### src/rtl/video_pkg.sv
// rtl/video_pkg.sv - shared register map, timing-set type and 640x480 defaults
// Contents: CFG_* register indices, timing_t (one complete timing set plus
// EARLY), DEF_* 640x480 constants, blank_len() helper (fp+sync+bp).
package video_pkg;

    localparam int TIMING_W = 16;

    localparam logic [3:0] CFG_H_RES  = 4'd0;
    localparam logic [3:0] CFG_H_FP   = 4'd1;
    localparam logic [3:0] CFG_H_SYNC = 4'd2;
    localparam logic [3:0] CFG_H_BP   = 4'd3;
    localparam logic [3:0] CFG_V_RES  = 4'd4;
    localparam logic [3:0] CFG_V_FP   = 4'd5;
    localparam logic [3:0] CFG_V_SYNC = 4'd6;
    localparam logic [3:0] CFG_V_BP   = 4'd7;
    localparam logic [3:0] CFG_POL    = 4'd8;
    localparam logic [3:0] CFG_EARLY  = 4'd9;

    localparam int DEF_H_RES  = 640;
    localparam int DEF_H_FP   = 16;
    localparam int DEF_H_SYNC = 96;
    localparam int DEF_H_BP   = 48;
    localparam int DEF_V_RES  = 480;
    localparam int DEF_V_FP   = 10;
    localparam int DEF_V_SYNC = 2;
    localparam int DEF_V_BP   = 33;
    localparam bit DEF_H_POL  = 1'b0;
    localparam bit DEF_V_POL  = 1'b0;

    typedef struct packed {
        logic [TIMING_W-1:0] h_res;
        logic [TIMING_W-1:0] h_fp;
        logic [TIMING_W-1:0] h_sync;
        logic [TIMING_W-1:0] h_bp;
        logic [TIMING_W-1:0] v_res;
        logic [TIMING_W-1:0] v_fp;
        logic [TIMING_W-1:0] v_sync;
        logic [TIMING_W-1:0] v_bp;
        logic [TIMING_W-1:0] early;
        logic                h_pol;
        logic                v_pol;
    } timing_t;

    // Blanking length of one axis; the counter starts this far below zero.
    function automatic logic [TIMING_W+1:0] blank_len(
        input logic [TIMING_W-1:0] fp,
        input logic [TIMING_W-1:0] sync,
        input logic [TIMING_W-1:0] bp
    );
        return {2'b00, fp} + {2'b00, sync} + {2'b00, bp};
    endfunction

endpackage

### src/rtl/video_timing_gen_if.sv
// rtl/video_timing_gen_if.sv - configuration bus between host and timing generator
// master: drives cfg_we/cfg_addr/cfg_wdata/cfg_commit, sees cfg_pending/cfg_err.
// slave : the timing generator side.
interface video_timing_gen_if #(
    parameter int CORDW = 16
);
    logic             cfg_we;
    logic [3:0]       cfg_addr;
    logic [CORDW-1:0] cfg_wdata;
    logic             cfg_commit;
    logic             cfg_pending;
    logic             cfg_err;

    modport master (
        output cfg_we, cfg_addr, cfg_wdata, cfg_commit,
        input  cfg_pending, cfg_err
    );

    modport slave (
        input  cfg_we, cfg_addr, cfg_wdata, cfg_commit,
        output cfg_pending, cfg_err
    );
endinterface

### src/rtl/video_timing_cfg.sv
// rtl/video_timing_cfg.sv - staging/active timing sets with commit at frame boundary
// In : clk_pix, rst, cfg_we/cfg_addr/cfg_wdata (staging write), cfg_commit,
//      boundary (last pixel of the frame).
// Out: active (set in use), h_sta_nxt/v_sta_nxt (counter restart values for the
//      set in use next cycle), cfg_pending, cfg_err.
module video_timing_cfg
    import video_pkg::*;
#(
    parameter int CORDW  = 16,
    parameter int H_RES  = DEF_H_RES,
    parameter int H_FP   = DEF_H_FP,
    parameter int H_SYNC = DEF_H_SYNC,
    parameter int H_BP   = DEF_H_BP,
    parameter int V_RES  = DEF_V_RES,
    parameter int V_FP   = DEF_V_FP,
    parameter int V_SYNC = DEF_V_SYNC,
    parameter int V_BP   = DEF_V_BP,
    parameter bit H_POL  = DEF_H_POL,
    parameter bit V_POL  = DEF_V_POL
) (
    input  logic                    clk_pix,
    input  logic                    rst,
    input  logic                    cfg_we,
    input  logic [3:0]              cfg_addr,
    input  logic [CORDW-1:0]        cfg_wdata,
    input  logic                    cfg_commit,
    input  logic                    boundary,
    output timing_t                 active,
    output logic signed [CORDW-1:0] h_sta_nxt,
    output logic signed [CORDW-1:0] v_sta_nxt,
    output logic                    cfg_pending,
    output logic                    cfg_err
);

    timing_t             def_set;
    timing_t             stage_q, stage_d;
    timing_t             active_q, active_d;
    logic                pending_q, pending_d;
    logic                err_q, err_d;
    logic                commit_ok;
    logic                apply;
    logic [TIMING_W-1:0] wval;

    always_comb begin
        def_set        = '0;
        def_set.h_res  = TIMING_W'(H_RES);
        def_set.h_fp   = TIMING_W'(H_FP);
        def_set.h_sync = TIMING_W'(H_SYNC);
        def_set.h_bp   = TIMING_W'(H_BP);
        def_set.v_res  = TIMING_W'(V_RES);
        def_set.v_fp   = TIMING_W'(V_FP);
        def_set.v_sync = TIMING_W'(V_SYNC);
        def_set.v_bp   = TIMING_W'(V_BP);
        def_set.h_pol  = H_POL;
        def_set.v_pol  = V_POL;
    end

    assign wval = TIMING_W'(cfg_wdata);

    always_comb begin
        // stage_d already carries a same-cycle write, so a write issued with
        // the commit (or on the boundary cycle) is part of what gets applied.
        stage_d = stage_q;
        if (cfg_we) begin
            case (cfg_addr)
                CFG_H_RES:  stage_d.h_res  = wval;
                CFG_H_FP:   stage_d.h_fp   = wval;
                CFG_H_SYNC: stage_d.h_sync = wval;
                CFG_H_BP:   stage_d.h_bp   = wval;
                CFG_V_RES:  stage_d.v_res  = wval;
                CFG_V_FP:   stage_d.v_fp   = wval;
                CFG_V_SYNC: stage_d.v_sync = wval;
                CFG_V_BP:   stage_d.v_bp   = wval;
                CFG_POL: begin
                    stage_d.h_pol = cfg_wdata[0];
                    stage_d.v_pol = cfg_wdata[1];
                end
                CFG_EARLY:  stage_d.early  = wval;
                default: ;
            endcase
        end

        commit_ok = (stage_d.h_res != '0) && (stage_d.v_res != '0);
        // Only a commit registered before this boundary is applied here.
        apply     = boundary && pending_q;
        active_d  = apply ? stage_d : active_q;
        pending_d = apply ? (cfg_commit && commit_ok)
                          : (pending_q || (cfg_commit && commit_ok));
        err_d     = cfg_commit && !commit_ok;

        h_sta_nxt = -CORDW'(blank_len(active_d.h_fp, active_d.h_sync, active_d.h_bp));
        v_sta_nxt = -CORDW'(blank_len(active_d.v_fp, active_d.v_sync, active_d.v_bp));
    end

    always_ff @(posedge clk_pix) begin
        if (rst) begin
            stage_q   <= def_set;
            active_q  <= def_set;
            pending_q <= 1'b0;
            err_q     <= 1'b0;
        end else begin
            stage_q   <= stage_d;
            active_q  <= active_d;
            pending_q <= pending_d;
            err_q     <= err_d;
        end
    end

    assign active      = active_q;
    assign cfg_pending = pending_q;
    assign cfg_err     = err_q;

endmodule

### src/rtl/video_timing_gen.sv
// rtl/video_timing_gen.sv - programmable raster timing generator
// In : clk_pix, rst (sync, active-high), cfg (video_timing_gen_if.slave).
// Out: hsync, vsync, de, frame, line, line_pre, sx, sy; all registered, one
//      cycle behind the internal (x,y) counter.
module video_timing_gen
    import video_pkg::*;
#(
    parameter int CORDW  = 16,
    parameter int H_RES  = DEF_H_RES,
    parameter int H_FP   = DEF_H_FP,
    parameter int H_SYNC = DEF_H_SYNC,
    parameter int H_BP   = DEF_H_BP,
    parameter int V_RES  = DEF_V_RES,
    parameter int V_FP   = DEF_V_FP,
    parameter int V_SYNC = DEF_V_SYNC,
    parameter int V_BP   = DEF_V_BP,
    parameter bit H_POL  = DEF_H_POL,
    parameter bit V_POL  = DEF_V_POL
) (
    input  logic                    clk_pix,
    input  logic                    rst,
    video_timing_gen_if.slave       cfg,
    output logic                    hsync,
    output logic                    vsync,
    output logic                    de,
    output logic                    frame,
    output logic                    line,
    output logic                    line_pre,
    output logic signed [CORDW-1:0] sx,
    output logic signed [CORDW-1:0] sy
);

    localparam logic signed [CORDW-1:0] RST_H_STA = CORDW'(-(H_FP + H_SYNC + H_BP));
    localparam logic signed [CORDW-1:0] RST_V_STA = CORDW'(-(V_FP + V_SYNC + V_BP));

    timing_t                 act;
    logic signed [CORDW-1:0] h_sta_nxt, v_sta_nxt;
    logic                    boundary;

    logic        [CORDW-1:0] h_tot, v_tot, early_cw;
    logic signed [CORDW-1:0] h_sta, hs_sta, hs_end, h_last, pre_x;
    logic signed [CORDW-1:0] v_sta, vs_sta, vs_end, v_last;
    logic                    x_end, y_end;

    logic signed [CORDW-1:0] x_q, x_d, y_q, y_d;
    logic signed [CORDW-1:0] sx_q, sx_d, sy_q, sy_d;
    logic hsync_q, hsync_d, vsync_q, vsync_d, de_q, de_d;
    logic frame_q, frame_d, line_q, line_d, line_pre_q, line_pre_d;

    video_timing_cfg #(
        .CORDW(CORDW), .H_RES(H_RES), .H_FP(H_FP), .H_SYNC(H_SYNC), .H_BP(H_BP),
        .V_RES(V_RES), .V_FP(V_FP), .V_SYNC(V_SYNC), .V_BP(V_BP),
        .H_POL(H_POL), .V_POL(V_POL)
    ) u_cfg (
        .clk_pix     (clk_pix),
        .rst         (rst),
        .cfg_we      (cfg.cfg_we),
        .cfg_addr    (cfg.cfg_addr),
        .cfg_wdata   (cfg.cfg_wdata),
        .cfg_commit  (cfg.cfg_commit),
        .boundary    (boundary),
        .active      (act),
        .h_sta_nxt   (h_sta_nxt),
        .v_sta_nxt   (v_sta_nxt),
        .cfg_pending (cfg.cfg_pending),
        .cfg_err     (cfg.cfg_err)
    );

    // Derived positions of the set in use this cycle.
    always_comb begin
        h_tot    = CORDW'(blank_len(act.h_fp, act.h_sync, act.h_bp));
        v_tot    = CORDW'(blank_len(act.v_fp, act.v_sync, act.v_bp));
        h_sta    = -h_tot;
        v_sta    = -v_tot;
        hs_sta   = h_sta + CORDW'(act.h_fp);
        hs_end   = hs_sta + CORDW'(act.h_sync);
        vs_sta   = v_sta + CORDW'(act.v_fp);
        vs_end   = vs_sta + CORDW'(act.v_sync);
        h_last   = CORDW'(act.h_res) - CORDW'(1);
        v_last   = CORDW'(act.v_res) - CORDW'(1);
        early_cw = CORDW'(act.early);
        // An EARLY reaching past the blanking start pins to the line start.
        pre_x    = (early_cw > h_tot) ? h_sta : -early_cw;
    end

    // Raster counter; the restart values come from the set that will be in
    // use next cycle, so a frame-boundary switch restarts at the new origin.
    always_comb begin
        x_end    = (x_q == h_last);
        y_end    = (y_q == v_last);
        boundary = x_end && y_end;
        x_d      = x_q + CORDW'(1);
        y_d      = y_q;
        if (x_end) begin
            x_d = h_sta_nxt;
            y_d = y_end ? v_sta_nxt : y_q + CORDW'(1);
        end
    end

    always_comb begin
        hsync_d    = ((x_q > hs_sta) && (x_q <= hs_end)) ? act.h_pol : !act.h_pol;
        vsync_d    = ((y_q > vs_sta) && (y_q <= vs_end)) ? act.v_pol : !act.v_pol;
        de_d       = !x_q[CORDW-1] && !y_q[CORDW-1];
        frame_d    = (x_q == h_sta) && (y_q == v_sta);
        line_d     = (x_q == h_sta) && !y_q[CORDW-1];
        line_pre_d = (x_q == pre_x) && !y_q[CORDW-1];
        sx_d       = x_q;
        sy_d       = y_q;
    end

    always_ff @(posedge clk_pix) begin
        if (rst) begin
            x_q        <= RST_H_STA;
            y_q        <= RST_V_STA;
            sx_q       <= RST_H_STA;
            sy_q       <= RST_V_STA;
            hsync_q    <= !H_POL;
            vsync_q    <= !V_POL;
            de_q       <= 1'b0;
            frame_q    <= 1'b0;
            line_q     <= 1'b0;
            line_pre_q <= 1'b0;
        end else begin
            x_q        <= x_d;
            y_q        <= y_d;
            sx_q       <= sx_d;
            sy_q       <= sy_d;
            hsync_q    <= hsync_d;
            vsync_q    <= vsync_d;
            de_q       <= de_d;
            frame_q    <= frame_d;
            line_q     <= line_d;
            line_pre_q <= line_pre_d;
        end
    end

    assign hsync    = hsync_q;
    assign vsync    = vsync_q;
    assign de       = de_q;
    assign frame    = frame_q;
    assign line     = line_q;
    assign line_pre = line_pre_q;
    assign sx       = sx_q;
    assign sy       = sy_q;

endmodule

### src/flat_wrapper.sv
// flat-port wrapper written by rule: the top's interface ports become plain ports
module video_timing_gen_flat import video_pkg::*;
#(
    parameter int CORDW  = 16,
    parameter int H_RES  = DEF_H_RES,
    parameter int H_FP   = DEF_H_FP,
    parameter int H_SYNC = DEF_H_SYNC,
    parameter int H_BP   = DEF_H_BP,
    parameter int V_RES  = DEF_V_RES,
    parameter int V_FP   = DEF_V_FP,
    parameter int V_SYNC = DEF_V_SYNC,
    parameter int V_BP   = DEF_V_BP,
    parameter bit H_POL  = DEF_H_POL,
    parameter bit V_POL  = DEF_V_POL
)
  (clk_pix, rst, hsync, vsync, de, frame, line, line_pre, sx, sy, cfg_cfg_we, cfg_cfg_addr, cfg_cfg_wdata, cfg_cfg_commit, cfg_cfg_pending, cfg_cfg_err);
  video_timing_gen_if #(.CORDW(CORDW)) cfg_i ();
  input  logic clk_pix;
  input  logic rst;
  output logic hsync;
  output logic vsync;
  output logic de;
  output logic frame;
  output logic line;
  output logic line_pre;
  output logic signed [CORDW-1:0] sx;
  output logic signed [CORDW-1:0] sy;
  input wire logic [$bits(cfg_i.cfg_we)-1:0] cfg_cfg_we;
  input wire logic [$bits(cfg_i.cfg_addr)-1:0] cfg_cfg_addr;
  input wire logic [$bits(cfg_i.cfg_wdata)-1:0] cfg_cfg_wdata;
  input wire logic [$bits(cfg_i.cfg_commit)-1:0] cfg_cfg_commit;
  output wire logic [$bits(cfg_i.cfg_pending)-1:0] cfg_cfg_pending;
  output wire logic [$bits(cfg_i.cfg_err)-1:0] cfg_cfg_err;
  assign cfg_i.cfg_we = cfg_cfg_we;
  assign cfg_i.cfg_addr = cfg_cfg_addr;
  assign cfg_i.cfg_wdata = cfg_cfg_wdata;
  assign cfg_i.cfg_commit = cfg_cfg_commit;
  assign cfg_cfg_pending = cfg_i.cfg_pending;
  assign cfg_cfg_err = cfg_i.cfg_err;
  video_timing_gen #(.CORDW(CORDW), .H_RES(H_RES), .H_FP(H_FP), .H_SYNC(H_SYNC), .H_BP(H_BP), .V_RES(V_RES), .V_FP(V_FP), .V_SYNC(V_SYNC), .V_BP(V_BP), .H_POL(H_POL), .V_POL(V_POL)) u_core (.clk_pix(clk_pix), .rst(rst), .cfg(cfg_i), .hsync(hsync), .vsync(vsync), .de(de), .frame(frame), .line(line), .line_pre(line_pre), .sx(sx), .sy(sy));
endmodule
### config.mk
export PLATFORM = sky130hd
export DESIGN_NAME = video_timing_gen_flat
export DESIGN_NICKNAME = d
export VERILOG_FILES = /design/src/rtl/video_pkg.sv /design/src/rtl/video_timing_gen_if.sv /design/src/rtl/video_timing_cfg.sv /design/src/rtl/video_timing_gen.sv /design/src/flat_wrapper.sv
export SDC_FILE = /design/constraint.sdc
export NUM_CORES = 1
export LEC_CHECK = 0
export CORE_MARGIN = 1.5
export CORE_UTILIZATION = 50
export CTS_BUF_LIST = sky130_fd_sc_hd__clkbuf_16
export CTS_CLUSTER_SIZE = 28
export DETAILED_ROUTE_END_ITERATION = 8
export PLACE_DENSITY_LB_ADDON = 0.2
export SLEW_MARGIN = 15
export SYNTH_ARGS = -nofsm -noshare
export SYNTH_HDL_FRONTEND = slang
export SYNTH_SLANG_ARGS = --single-unit
### constraint.sdc
create_clock -name clk_pix -period 6.8 [get_ports clk_pix]
set_input_delay 0.68 -clock clk_pix [delete_from_list [all_inputs] [get_ports clk_pix]]
set_output_delay 0.68 -clock clk_pix [all_outputs]
set_load 0.005 [all_outputs]
[After elaboration in Yosys (flattened, before gate mapping)]
Cells that the tools add are included.
Storage, ports and cells
  register bits: 364
  latch bits: 0
  bits in writable memories: 0
  memory bits (read-only): 0
  input bits: 24
  output and inout port bits: 40
  logic and storage cells: 112
  memories kept: 0
Operators by class
  add/sub/neg operators: 21
  multipliers: 0
  div/mod/pow operators: 0
  $lt $le $gt $ge: 5
  equality and inequality tests: 14
  shift operators: 0
  muxes and demuxes: 18
  bitwise gates (word level): 0
  reductions and logical operators: 20
Operators with widths (number)
  $add 16x16->16: 12
  $mux 16: 12
  $mux 146: 1
  $mux 130: 1
  $eq 16x16->1: 5
  $neg 16->16: 5
  $gt 16x16->1: 3
  $add 16x2->16 const B: 2
  $le 16x16->1: 2
  $reduce_bool 16->1: 2
  $sub 16x1->16 const B: 2
  $eq 4x3->1 const B: 4
  $logic_and 1x1->1: 11
  $eq 4x2->1 const B: 2
  $eq 4x4->1 const B: 2
  $logic_not 1->1: 5
  $eq 4x1->1 const B: 1
  $logic_not 4->1: 1
  $mux 1: 3
  $mux 2: 1
  $logic_or 1x1->1: 1

[Depth between registers and ports, before layout]
  depth in word-level cells: 9
  mapped depth: 35
  mapped depth without buffers: 35

[Modules after synthesis]
From an unflattened synthesis, not the netlist that was laid out.
Unflattened totals
  cell total of the unflattened synthesis: 2842
  area total of the unflattened synthesis: 24496.0 um2
By module, submodules not included
  video_timing_cfg: times used 1, cells an instance 1348, area an instance 12663.4 um2, sequential area each 5885.6 um2
  video_timing_gen: times used 1, cells an instance 1494, area an instance 11832.6 um2, sequential area each 1401.3 um2

[Worst setup path before layout]
Ideal clock, no wire load.
  kind: register to register
  from: reg u_core.u_cfg.active_q, in the netlist u_core.u_cfg.active[99]
  to: reg u_core.hsync_q, in the netlist u_core.hsync
  setup time: 130 ps
  arrival: 6675 ps
  required time: 6670 ps
  setup slack: -5 ps
  cell stages (with the launch flop): 32
  buffers on the path: 0
  period minus slack after synthesis: 6805 ps
  path through: dfxtp_1 > inv_1 > fa_1 > inv_1 > ha_1 > fa_1 > a211o_1 > o21ai_1 > xnor2_1 > or3_1 > xnor2_1 > ha_1 > a21boi_0 > o21ai_0 > a21boi_0 > o21ai_0 > nand2b_1 > xor2_1 > ha_1 > o41ai_1 > o2111ai_1 > a21oi_1 > xnor3_1 > ha_1 > nand4_1 > nor2_1 > nand2_1 > o32ai_1 > a31oi_1 > a311oi_1 > xor2_1 > nand2_1
On the way
  longest elaborated chain between the ends: 8
RTL lines
  start, declared: RTL line video_timing_cfg.sv:37  | timing_t active_q, active_d;
  start signal, assigned: RTL line video_timing_cfg.sv:98  | active_q <= def_set;
  start signal, assigned: RTL line video_timing_cfg.sv:103  | active_q <= active_d;
  $add 16x16->16 (2 in series): RTL line video_pkg.sv:50  | return {2'b00, fp} + {2'b00, sync} + {2'b00, bp};
  $neg 16->16: RTL line video_timing_gen.sv:73  | h_sta = -h_tot;
  $add 16x16->16: RTL line video_timing_gen.sv:75  | hs_sta = h_sta + CORDW'(act.h_fp);
  $add 16x16->16: RTL line video_timing_gen.sv:76  | hs_end = hs_sta + CORDW'(act.h_sync);
  $le 16x16->1: RTL line video_timing_gen.sv:101  | hsync_d = ((x_q > hs_sta) && (x_q <= hs_end)) ? act.h_pol : !act.h_pol;
  $logic_and 1x1->1 *: RTL line video_timing_gen.sv:101
  $mux 1 *: RTL line video_timing_gen.sv:101
  end signal, assigned: RTL line video_timing_gen.sv:117  | hsync_q <= !H_POL;
  end signal, assigned: RTL line video_timing_gen.sv:128  | hsync_q <= hsync_d;
  end, declared: RTL line video_timing_gen.sv:47  | logic hsync_q, hsync_d, vsync_q, vsync_d, de_q, de_d;
Every way passes the cells marked *; elsewhere a longest branch is shown, timed or not.
A chain may end at the register's enable or synchronous reset.

[Final worst setup path]
  from: reg u_core.u_cfg.active_q, in the netlist u_core.u_cfg.active[115]
  to: reg u_core.hsync_q, in the netlist u_core.hsync
On the way
  longest elaborated chain between the ends: 8
RTL lines (RTL line)
  $add 16x16->16 (2 in series): video_pkg.sv:50
  $neg 16->16: video_timing_gen.sv:73
  $add 16x16->16 *: video_timing_gen.sv:75
  $add 16x16->16: video_timing_gen.sv:76
  $le 16x16->1: video_timing_gen.sv:101
  $logic_and 1x1->1 *: video_timing_gen.sv:101
  $mux 1 *: video_timing_gen.sv:101
Marked as above.

==> impl_summary.log <==
INFO  metric detail_route.iter0.violations = roughly 1800
INFO  metric detail-route-antenna-nets = 0
INFO  metric cp_max_fo = 4
INFO  metric unrepaired_setup_endpoints_after_global_routing = yes
INFO  metric timing.max_slew.rel_slack = 0.158
INFO  metric worst_hold_path_type = flip-flop to flip-flop
INFO  metric worst_r2r_startpoint = u_core.u_cfg.active[115]
INFO  metric h_tree_levels = 2
INFO  metric globalplace.congestion = about 0.93
INFO  metric crit_path_start = u_core.u_cfg.active[115]
INFO  metric critPathArrivalTime = around 7.2 ns
INFO  metric area_growth_syn_to_layout = 20.2%
INFO  metric tightest_slew = ~1.3 ns
INFO  metric post-route-drc-count = 0
INFO  metric die_height = 227 µm
INFO  metric max_freq = 0.149 GHz
INFO  metric synthArstFlopShare = 0
INFO  metric skew = between 0.02 and 0.03 ns
INFO  metric syn-num-nets = 3327
INFO  metric timing.critical_path.required = 7.24 ns
INFO  metric num-fill-cells = roughly 4400
INFO  metric synth.area.top_cells = sky130_fd_sc_hd__dfxtp_1 29%, sky130_fd_sc_hd__ha_1 13%, sky130_fd_sc_hd__mux2i_1 6.5%
INFO  metric end_kind = flip-flop
INFO  metric post_synth_inst_count = approximately 3000
INFO  metric unique_masters_post_synth = 80
INFO  metric yosysTopAreaCellShare = 0.290
INFO  metric worst_path_most_repeated_cell = sky130_fd_sc_hd__ha_4
INFO  metric dr_total_vias = between 20000 and 25000
INFO  metric finalWorstSetupSlack = roughly 0.068 ns
INFO  metric largest_net_degree_at_the_start_of_global_routing = 163
INFO  metric grt_first_pass_wirelength = between 100 and 150 mm
INFO  metric clkSlewWorstSetupHoldPaths = ~0.06 ns
INFO  metric port_buffers = 63
INFO  metric cts.sinks = around 360
INFO  metric cts_root_buf = sky130_fd_sc_hd__clkbuf_16
INFO  metric final-seq-area = approximately 7300 µm²
INFO  metric hold-path-endpoint = u_core.u_cfg.stage_q[87]
INFO  metric aggregate_routed_wire_length = 77.1 mm
INFO  metric timing.final.setup_violations = 0
INFO  metric clkLatencyLatePin = about 0.58 ns
INFO  metric core.rowCount = 81
INFO  metric first_global_vias = 21500
INFO  metric core_area = about 50000 µm²
INFO  metric multiInputGateArea = roughly 17000 µm²
INFO  metric top_level_ports = between 60 and 70
INFO  metric synth_area_leader_cell = sky130_fd_sc_hd__dfxtp_1
INFO  metric power.static_leakage = about 13 nW
INFO  metric initial_utilization = 0.510
INFO  metric total_clock_buffers_created_by_cts = 40
INFO  metric drt-vias-per-instance = approximately 5.7
INFO  metric slew_violations = 0
INFO  metric number_of_synthesized_flops_with_an_enable_pin = 0
INFO  metric period_minus_slack = slightly below 7 ns
INFO  metric post_synth_most_frequent_cells = 364 x sky130_fd_sc_hd__dfxtp_1, 364 x sky130_fd_sc_hd__nor2_1, 252 x sky130_fd_sc_hd__ha_1, 218 x sky130_fd_sc_hd__nand2_1, 214 x sky130_fd_sc_hd__inv_1
INFO  metric critical_path.startpoint_type = flip-flop
INFO  metric drive_gt1_frac = 0.153
INFO  metric die_w = ~230 µm
INFO  metric dp_hpwl = roughly 59 mm
INFO  metric grt_antenna_before_repair = 3
INFO  metric hold_violations = 0
INFO  metric postSynth.topFlopCell = sky130_fd_sc_hd__dfxtp_1
INFO  metric fin_nets = between 3000 and 4000
INFO  metric min_period_over_period = 0.990
INFO  metric criticalPathCategory = flip-flop to flip-flop
INFO  metric power.total = around 4.5 mW
INFO  metric post_synth_design_cell_area = around 25000 µm²
INFO  metric status = finished, final reports clean
INFO  metric min_path_cells = 2
INFO  metric critPathMaxStageDelay = 0.56 ns
INFO  metric clockBufferDepth = 3
INFO  metric grt_util_all_layers = 0.298
INFO  metric worst_r2r_endpoint = u_core.hsync
INFO  metric min_from = u_core.u_cfg.stage_q[87]
INFO  metric max_cap_viol_count = 0
INFO  metric yosysWarnings = 0
INFO  metric synth_seq_area_share = 0.290
INFO  metric design.die.area = ~52000 µm²
INFO  metric vdd.ir_drop.worst = around 0.00014 V
INFO  metric cts_tree = built
INFO  metric firstDrtPassIters = 6
INFO  metric power_density = 148 nW/µm²
INFO  metric critical-path-slowest-cell = sky130_fd_sc_hd__fa_1
INFO  metric grt-ovfl-total = 0
INFO  metric timing.reg2reg.worst_path_depth = 32
INFO  metric synth_seq_cells = 364
INFO  metric place_worst_setup_slack = -0.465 ns
INFO  metric detail_route.wl_per_cell = around 20 µm
INFO  metric setup_slack_of_the_most_critical_reg_to_reg_path = around 0.068 ns
INFO  metric syn_area_per_cell = 8.41 µm²
## worst max-delay path: cells and delay by family (launching register included)
family          cells  cell delay, ns
fa+ha+maj           6            1.92
buf+inv             3            0.24
simple gates        8            0.97
xor+xnor            5            0.99
compound gates     10            2.15
flops               1            0.33
## routing by layer
layer / up-vias / global-route usage / part of all wire
met5: - / 0 / 0.00017
met4: 2 / 0.0795 / 0.025
met3: 117 / 0.0494 / 0.077
met1: 10600 / 0.424 / 0.47
met2: 752 / 0.464 / 0.43
li1: 10700 / - / -
## layout by cell type (no fill, tap or decap), types with 26 or more instances in the layout
| cell type | synthesis | routed |
|---|---|---|
| sky130_fd_sc_hd__dfxtp_1 | 364 | 362 |
| sky130_fd_sc_hd__nor2_1 | 364 | 355 |
| sky130_fd_sc_hd__buf_4 | 0 | 276 |
| sky130_fd_sc_hd__ha_1 | 252 | 236 |
| sky130_fd_sc_hd__inv_1 | 214 | 219 |
| sky130_fd_sc_hd__nand2_1 | 218 | 214 |
| sky130_fd_sc_hd__mux2i_1 | 163 | 163 |
| sky130_fd_sc_hd__a21oi_1 | 146 | 134 |
| sky130_fd_sc_hd__xnor2_1 | 124 | 116 |
| sky130_fd_sc_hd__o21ai_0 | 117 | 102 |
| sky130_fd_sc_hd__and2_1 | 76 | 76 |
| sky130_fd_sc_hd__xor2_1 | 84 | 75 |
| sky130_fd_sc_hd__o21ai_1 | 55 | 65 |
| sky130_fd_sc_hd__fa_1 | 65 | 63 |
| sky130_fd_sc_hd__clkdlybuf4s50_1 | 0 | 62 |
| sky130_fd_sc_hd__nand3_1 | 55 | 51 |
| sky130_fd_sc_hd__nor3_1 | 55 | 48 |
| sky130_fd_sc_hd__nand2b_1 | 41 | 41 |
| sky130_fd_sc_hd__clkbuf_16 | 0 | 41 |
| sky130_fd_sc_hd__nor2b_1 | 38 | 37 |
| sky130_fd_sc_hd__a21o_1 | 35 | 35 |
| sky130_fd_sc_hd__o21a_1 | 29 | 29 |
| sky130_fd_sc_hd__nand4_1 | 26 | 26 |
| sky130_fd_sc_hd__or2_2 | 26 | 26 |
## stage by stage
step	setup TNS [ns]	std cells	hold WS, ns	utilization	cell area, µm²
3_5_place_dp	-1.08	3818	0.461	0.568	28000
5_1_grt	-0.737	3924	0.504	0.613	30200
2_1_floorplan	0	2986	0.439	-	25100
6_report	0	3925	0.474	0.613	30200
3_3_place_gp	-0.573	3818	0.454	0.568	28000
4_1_cts	0	3910	0.478	0.605	29800
## area by class of cell
cell class,count,area share
well taps,664,0.0275
inverters,215,0.0268
diodes,1,0.0000829
clock buffers,41,0.0340
clock inverters,32,0.00800
flip-flops and latches,364,0.242
repair buffers,345,0.0930
multi-input cells,2263,0.569
## kinds of logic after synthesis
| logic type | after synthesis | synth area share |
|---|---|---|
| flops | 364 | 0.290 |
| mux | 165 | 0.0659 |
| compound gates | 541 | 0.133 |
| buf+inv | 359 | 0.0546 |
| fa+ha+maj | 317 | 0.177 |
| xor+xnor | 217 | 0.0806 |
| simple gates | 1023 | 0.198 |
## power by group
part           leakage [nW]  switching, mW  internal, mW
combinational          9.80          0.122        0.0562
sequential             2.94        0.00664          2.15
clock                 0.646          0.931          1.21
total                  13.4           1.06          3.42
## flip-flops by register name, summed over array words and instances, names as in the netlist
signal and cells:
u_core.sy_d 16, u_core.frame 1, u_core.sx 16, u_core.line 1
u_core.sy 16, u_core.de 1, u_core.u_cfg.cfg_pending 1, u_core.line_pre 1
u_core.u_cfg.cfg_err 1, u_core.hsync 1, u_core.sx_d 16, u_core.u_cfg.stage_q 146
u_core.vsync 1, u_core.u_cfg.active 146
## worst max-delay path by stage
stage                      end  slack [ns]  cells after the start
2_1_floorplan     u_core.hsync        0.12                     31
3_3_place_gp      u_core.hsync       -0.31                     30
3_5_place_dp      u_core.hsync       -0.47                     31
4_1_cts        u_core.sx_d[15]       0.003                     26
5_1_grt           u_core.vsync       -0.36                     34
6_report          u_core.hsync        0.07                     32
## repair_timing
item                       4_1_cts  5_1_grt
pin swaps                       46       49
gates resized for setup         91       59
hold endpoints to repair         0        0
gates cloned                     0        0
setup endpoints to repair        4       11
hold buffers                     0        0
buffers inserted                19       14
(Power assumes the default switching activity.)
